===== src/rtl/fx_pkg.sv =====
// fx_pkg: word format, sequencer state type and matrix packing helper for fx_mat2_mult_seq.
package fx_pkg;

   localparam int FX_N = 32;
   localparam int FX_Q = 18;

   localparam logic [FX_N-1:0] FX_MAX = {1'b0, {(FX_N-1){1'b1}}};
   localparam logic [FX_N-1:0] FX_MIN = {1'b1, {(FX_N-1){1'b0}}};

   typedef enum logic [1:0] {
      IDLE = 2'd0,
      RUN  = 2'd1,
      DONE = 2'd2
   } state_e;

   // Bit offset of element [r][c] inside a packed 2x2 matrix of w-bit words.
   function automatic int idx(input int r, input int c, input int w = FX_N);
      return w * (2 * r + c);
   endfunction

endpackage


===== src/rtl/fx_add_sat.sv =====
// fx_add_sat: signed N-bit add with (N+1)-bit overflow detection.
// Build option FX_MAT2_SAT_EN clamps overflowed sums to FX_MAX/FX_MIN; otherwise they wrap.
module fx_add_sat
   import fx_pkg::*;
#(
   parameter int N = FX_N
) (
   input  logic [N-1:0] a_i,
   input  logic [N-1:0] b_i,
   output logic [N-1:0] sum_o,
   output logic         ovr_o
);

   logic [N:0] wide;

   assign wide  = {a_i[N-1], a_i} + {b_i[N-1], b_i};
   assign ovr_o = wide[N] ^ wide[N-1];

`ifdef FX_MAT2_SAT_EN
   always_comb begin
      if (!ovr_o)      sum_o = wide[N-1:0];
      else if (wide[N]) sum_o = FX_MIN;
      else              sum_o = FX_MAX;
   end
`else
   assign sum_o = wide[N-1:0];
`endif

endmodule


===== src/rtl/qmult.sv =====
// qmult: signed Qm.n multiply; magnitudes multiplied and truncated, sign reapplied, ovr when
// the magnitude does not fit in N-1 bits. The most negative operand wraps to magnitude 0.
module qmult #(
   parameter int Q = 15,
   parameter int N = 32
) (
   input  logic [N-1:0] i_multiplicand,
   input  logic [N-1:0] i_multiplier,
   output logic [N-1:0] o_result,
   output logic         ovr
);

   logic [N-2:0]   mag_a;
   logic [N-2:0]   mag_b;
   logic [N-2:0]   mag_r;
   logic [2*N-3:0] mag_p;
   logic           neg;
   logic           unused_frac;

   assign mag_a = i_multiplicand[N-1] ? (~i_multiplicand[N-2:0] + (N-1)'(1))
                                      : i_multiplicand[N-2:0];
   assign mag_b = i_multiplier[N-1]   ? (~i_multiplier[N-2:0] + (N-1)'(1))
                                      : i_multiplier[N-2:0];

   assign mag_p       = (2*N-2)'(mag_a) * (2*N-2)'(mag_b);
   assign mag_r       = mag_p[Q +: N-1];
   assign ovr         = |mag_p[2*N-3:Q+N-1];
   assign unused_frac = ^mag_p[Q-1:0];

   assign neg      = i_multiplicand[N-1] ^ i_multiplier[N-1];
   assign o_result = neg ? (~{1'b0, mag_r} + N'(1)) : {1'b0, mag_r};

endmodule


===== src/rtl/fx_mat2_mult_seq.sv =====
// fx_mat2_mult_seq: C = A x B for 2x2 signed fixed-point matrices, 8 products on one qmult.
// Build option FX_MAT2_SAT_EN makes element sums saturate instead of wrap.
module fx_mat2_mult_seq
   import fx_pkg::*;
#(
   parameter int Q = FX_Q,
   parameter int N = FX_N
) (
   input  logic           clk,
   input  logic           rst,
   input  logic           start,
   input  logic [4*N-1:0] a_i,
   input  logic [4*N-1:0] b_i,
   output logic [4*N-1:0] c_o,
   output logic           busy,
   output logic           done,
   output logic           ovr
);

   state_e         state_q, state_d;
   logic [2:0]     k_q, k_d;
   logic [4*N-1:0] a_q, a_d, b_q, b_d;
   logic [4*N-1:0] res_q, res_d, c_q, c_d;
   logic [N-1:0]   acc_q, acc_d;
   logic           ovr_acc_q, ovr_acc_d;
   logic           ovr_q, ovr_d, busy_q, busy_d, done_q, done_d;

   logic [1:0]     e;
   logic           row, col, term;
   logic [N-1:0]   a_el [4];
   logic [N-1:0]   b_el [4];
   logic [N-1:0]   op_a, op_b, prod, sum;
   logic           prod_ovr, sum_ovr;

   // k walks elements in order; within each element, term 0 loads acc and term 1 adds.
   assign e    = k_q[2:1];
   assign row  = e[1];
   assign col  = e[0];
   assign term = k_q[0];

   always_comb begin
      for (int r = 0; r < 2; r++) begin
         for (int c = 0; c < 2; c++) begin
            a_el[2*r+c] = a_q[idx(r, c, N) +: N];
            b_el[2*r+c] = b_q[idx(r, c, N) +: N];
         end
      end
   end

   assign op_a = a_el[{row, term}];
   assign op_b = b_el[{term, col}];

   qmult #(.Q(Q), .N(N)) u_qmult (
      .i_multiplicand (op_a),
      .i_multiplier   (op_b),
      .o_result       (prod),
      .ovr            (prod_ovr)
   );

   fx_add_sat #(.N(N)) u_add (
      .a_i   (acc_q),
      .b_i   (prod),
      .sum_o (sum),
      .ovr_o (sum_ovr)
   );

   always_comb begin
      // NOTE: every _d starts from its _q so no branch leaves a signal unassigned (no latch).
      state_d   = state_q;
      k_d       = k_q;
      a_d       = a_q;
      b_d       = b_q;
      acc_d     = acc_q;
      res_d     = res_q;
      c_d       = c_q;
      ovr_acc_d = ovr_acc_q;
      ovr_d     = ovr_q;
      busy_d    = busy_q;
      done_d    = 1'b0;

      unique case (state_q)
         IDLE: begin
            if (start) begin
               a_d       = a_i;
               b_d       = b_i;
               k_d       = 3'd0;
               ovr_acc_d = 1'b0;
               busy_d    = 1'b1;
               state_d   = RUN;
            end
         end
         RUN: begin
            ovr_acc_d = ovr_acc_q | prod_ovr | (term & sum_ovr);
            if (!term) begin
               acc_d = prod;
            end else begin
               for (int r = 0; r < 2; r++) begin
                  for (int c = 0; c < 2; c++) begin
                     if ({row, col} == {r[0], c[0]}) res_d[idx(r, c, N) +: N] = sum;
                  end
               end
            end
            k_d = k_q + 3'd1;
            // The last element lands in c_o on the same edge that raises done.
            if (k_q == 3'd7) begin
               c_d     = res_d;
               ovr_d   = ovr_acc_d;
               done_d  = 1'b1;
               state_d = DONE;
            end
         end
         DONE: begin
            busy_d  = 1'b0;
            state_d = IDLE;
         end
         default: state_d = IDLE;
      endcase
   end

   always_ff @(posedge clk) begin
      // NOTE: state uses non-blocking only; operand/result registers are cleared on reset too.
      if (rst) begin
         state_q   <= IDLE;
         k_q       <= '0;
         a_q       <= '0;
         b_q       <= '0;
         acc_q     <= '0;
         res_q     <= '0;
         c_q       <= '0;
         ovr_acc_q <= 1'b0;
         ovr_q     <= 1'b0;
         busy_q    <= 1'b0;
         done_q    <= 1'b0;
      end else begin
         state_q   <= state_d;
         k_q       <= k_d;
         a_q       <= a_d;
         b_q       <= b_d;
         acc_q     <= acc_d;
         res_q     <= res_d;
         c_q       <= c_d;
         ovr_acc_q <= ovr_acc_d;
         ovr_q     <= ovr_d;
         busy_q    <= busy_d;
         done_q    <= done_d;
      end
   end

   assign c_o  = c_q;
   assign busy = busy_q;
   assign done = done_q;
   assign ovr  = ovr_q;

endmodule

===== config.mk =====
export PLATFORM = sky130hd
export DESIGN_NAME = fx_mat2_mult_seq
export DESIGN_NICKNAME = d
export VERILOG_FILES = /design/src/rtl/fx_pkg.sv /design/src/rtl/fx_add_sat.sv /design/src/rtl/qmult.sv /design/src/rtl/fx_mat2_mult_seq.sv
export SDC_FILE = /design/constraint.sdc
export NUM_CORES = 2
export LEC_CHECK = 0
export CORE_MARGIN = 2
export CORE_UTILIZATION = 25
export CTS_BUF_LIST = sky130_fd_sc_hd__clkbuf_2 sky130_fd_sc_hd__clkbuf_4 sky130_fd_sc_hd__clkbuf_8
export CTS_CLUSTER_DIAMETER = 30
export DETAILED_ROUTE_END_ITERATION = 12
export PLACE_DENSITY_LB_ADDON = 0.3
export SLEW_MARGIN = 20
export SYNTH_ARGS = -nofsm -noshare
export SYNTH_HDL_FRONTEND = slang
export SYNTH_SLANG_ARGS = --single-unit

===== constraint.sdc =====
create_clock -name clk -period 30.9 [get_ports clk]
set_input_delay 4.635 -clock clk [delete_from_list [all_inputs] [get_ports clk]]
set_output_delay 4.635 -clock clk [all_outputs]
set_load 0.01 [all_outputs]

==> flow_summary.yaml <==
yosys:
  yosysWarningCount: 0
  ys_types: 91
  avgSynthCellArea_um2: 8.28
  post-synth-top-count-cell: "nand2_1"
  syn-num-nets: 8192
  synth_top_area_share_pct: 29.7
  synth_edf_count: 0
  ys.flop_type: "dfxtp_1"
  ys_ff_latch: 553
  synth_top_family_by_area: "adder cells"
  synthXorXnorAreaFrac_pct: 3.03
  synth_area_mm2: 0.0563
  synth_fa_ha_area_share_pct: 36.2
  ys_seq_area_share_pct: 19.6
  synthTopCellsByCount: "nand2_1 (1,340), inv_1 (895), fa_1 (837)"
  async_flop_share_pct: 0
  synth_area_leader_cell: "fa_1"
  synth_compound_area_share_pct: 11.6
  syn_inst: 6807
  synthMuxAreaShare_pct: 2.94
  synthTopCellsByArea: "fa_1 (30%), dfxtp_1 (20%), nand2_1 (8.9%), ha_1 (6.4%), inv_1 (6.0%)"
  synthSimpleGateAreaFrac_pct: 17.9
grt:
  use_met2_pct: 28.6
  grt_start_max_net_pins: 218
  grtUsageMet1_pct: 24.6
  grt-busiest-layer: "met2"
  grt_pass1_wl_mm: 315
  antenna_found_initial: 2
  use_met3_pct: 3.54
  grt.total_usage_pct: 17.9
  grt_pass1_vias: 49967
  overflow: 0
detailed_routing:
  viasPerCell: 4.76
  ant_nets: 0
  drt_first_pass_iters: 5
  drtIter0Drc: 3718
  vias: 48452
  wl_mm: 205
  route.detailed.drc: 0
  routedWlPerCell_um: 20.2
place:
  gp_congestion: 0.902
  pre_cts_slack_ns: 15.01
  dpl_cell_area_mm2: 0.0640
  port_buffers: 389
  dp_hpwl_mm: 157
timing:
  fin_ws_ns: 14.98
  finalClockSkew_ns: 0.0849
  setup_viol: 0
  finalSetupTns_ns: 0
  fin_crit_ns: 15.92
  fin_crit_sh_pct: 51.5
  slew_violations: 0
  max_slew_margin_pct: 21.4
  final_hold_viol_count: 0
  fmax_ghz: 0.0628
  rsz0062_at_grt: "false"
  worst_pin_slew_ns: 1.17
run_status:
  status: "finished clean"
floorplan:
  row_count: 174
  core_mm2: 0.224
  die_x_um: 479
  start_util_pct: 25.1
  die_y_um: 479
  dieArea_mm2: 0.229
  io_pins: 390
setup_path:
  crit_fanout: 41
  critical_path_buf_inv_count: 5
  crit_path_top_delay_cell: "buf_4"
  crit_path_end_kind: "register"
  cp_num_cells: 44
  path_delay_family: "adder cells"
  criticalPathCategory: "register to register"
  reg2reg_slack_ns: 14.98
  startpoint_type: "register"
  crit_arrival_ns: 16.66
  cp_slowest_stage_delay_ns: 0.78
  required_ns: 31.64
  r2r_cells: 44
  crit_top_cell: "fa_1"
clocking:
  cts.sinks: 553
  cts_setup_buffers: 0
  cts_tree: "yes"
  cts_buffers: 131
  cts_resized: 0
  cts_buffer_depth: 3
  cts.clk_slew.worst_paths_ns: 0.06
  clock_latency_ns: 0.89
  cts_root_buf: "clkbuf_8"
  cts_hold_buf: 0
  htree_levels: 4
job:
  drv_cap: 0
cells_and_area:
  syn_to_final_growth_pct: 19.2
  fin_nets: 8460
  finalInstanceArea_mm2: 0.0672
  drive_above_1_share_pct: 7.71
  fillCellCount: 23721
worst_hold_path:
  hold_path.class: "register to register"
  hold_path_depth: 2
placed cells by master, fill, tap and decap left out, types with 35 or more instances in the layout:
cell type and count:
a211oi_1 35, a21o_1 62, a21oi_1 525, and2_1 45, buf_4 146, clkbuf_8 149
clkdlybuf4s50_1 388, dfxtp_1 550, fa_1 837, ha_1 289, inv_1 895, mux4_2 64
nand2_1 1340, nand2b_1 36, nand3_1 37, nor2_1 809, nor3_1 40, o211ai_1 90
o21ai_0 177, xnor2_1 89, xor2_1 60
area by class of cell:
class	instances	area, um2	area share, %
multi-input combinational	4955	40800	60.7
sequential	553	11100	16.5
timing repair buffer	538	5050	7.52
tap	2992	3740	5.57
inverter	896	3360	5.01
clock buffer	172	2220	3.31
clock inverter	62	933	1.39
antenna	1	2.50	0.00372
metal layers:
layer	part of all wire, %	up-vias
met1	45	24492
met4	2.3	4
met2	46	1657
li1	-	22080
met5	0.013	-
met3	6.9	219
final timing paths:
check	start	to
worst min register to register	a_q[92]$_SDFFE_PP0P_	a_q[92]$_SDFFE_PP0P_
worst max-delay path	k_q[0]$_SDFFE_PP0P_	c_o[27]$_SDFFE_PP0P_
worst max register to register	k_q[0]$_SDFFE_PP0P_	c_o[27]$_SDFFE_PP0P_
worst min-delay path	a_q[92]$_SDFFE_PP0P_	a_q[92]$_SDFFE_PP0P_
tightest hold or removal path: cells and delay by family, from the launching register on:
kind,cells,cell delay [ns]
AOI/OAI and AO/OA,1,0.05
DFF,1,0.30
and+or+nand+nor,1,0.05
registers in the layout, summed over array words and instances (netlist names):
signal	count
c_o	128
acc_q	32
done	1
a_q	128
state_q	2
ovr	1
b_q	128
res_q	128
ovr_acc_q	1
busy	1
k_q	3
kinds of logic (layout without fill, tap and decap cells):
logic type | after synthesis | count (layout)
xor gates and xnor gates | 193 | 193
and+or+nand+nor | 2473 | 2473
AOI/OAI and AO/OA | 1079 | 1079
other | 0 | 1
buffers and inverters | 1299 | 1668
adders and majority gates | 1126 | 1126
DFF | 553 | 553
muxes | 84 | 84
metrics by stage:
step | utilization [%] | instances | hold slack (ns)
after detailed placement | 28.5 | 9934 | 0.444
after global placement | 28.5 | 9934 | 0.441
after global routing | 29.9 | 10168 | 0.465
final | 29.9 | 10169 | 0.451
after CTS | 29.9 | 10168 | 0.453
after floorplan | - | 6807 | 0.433
Power is left out: the tool's default activity adds up to more than one toggle a clock period on the data nets, which glitch-free logic cannot reach.
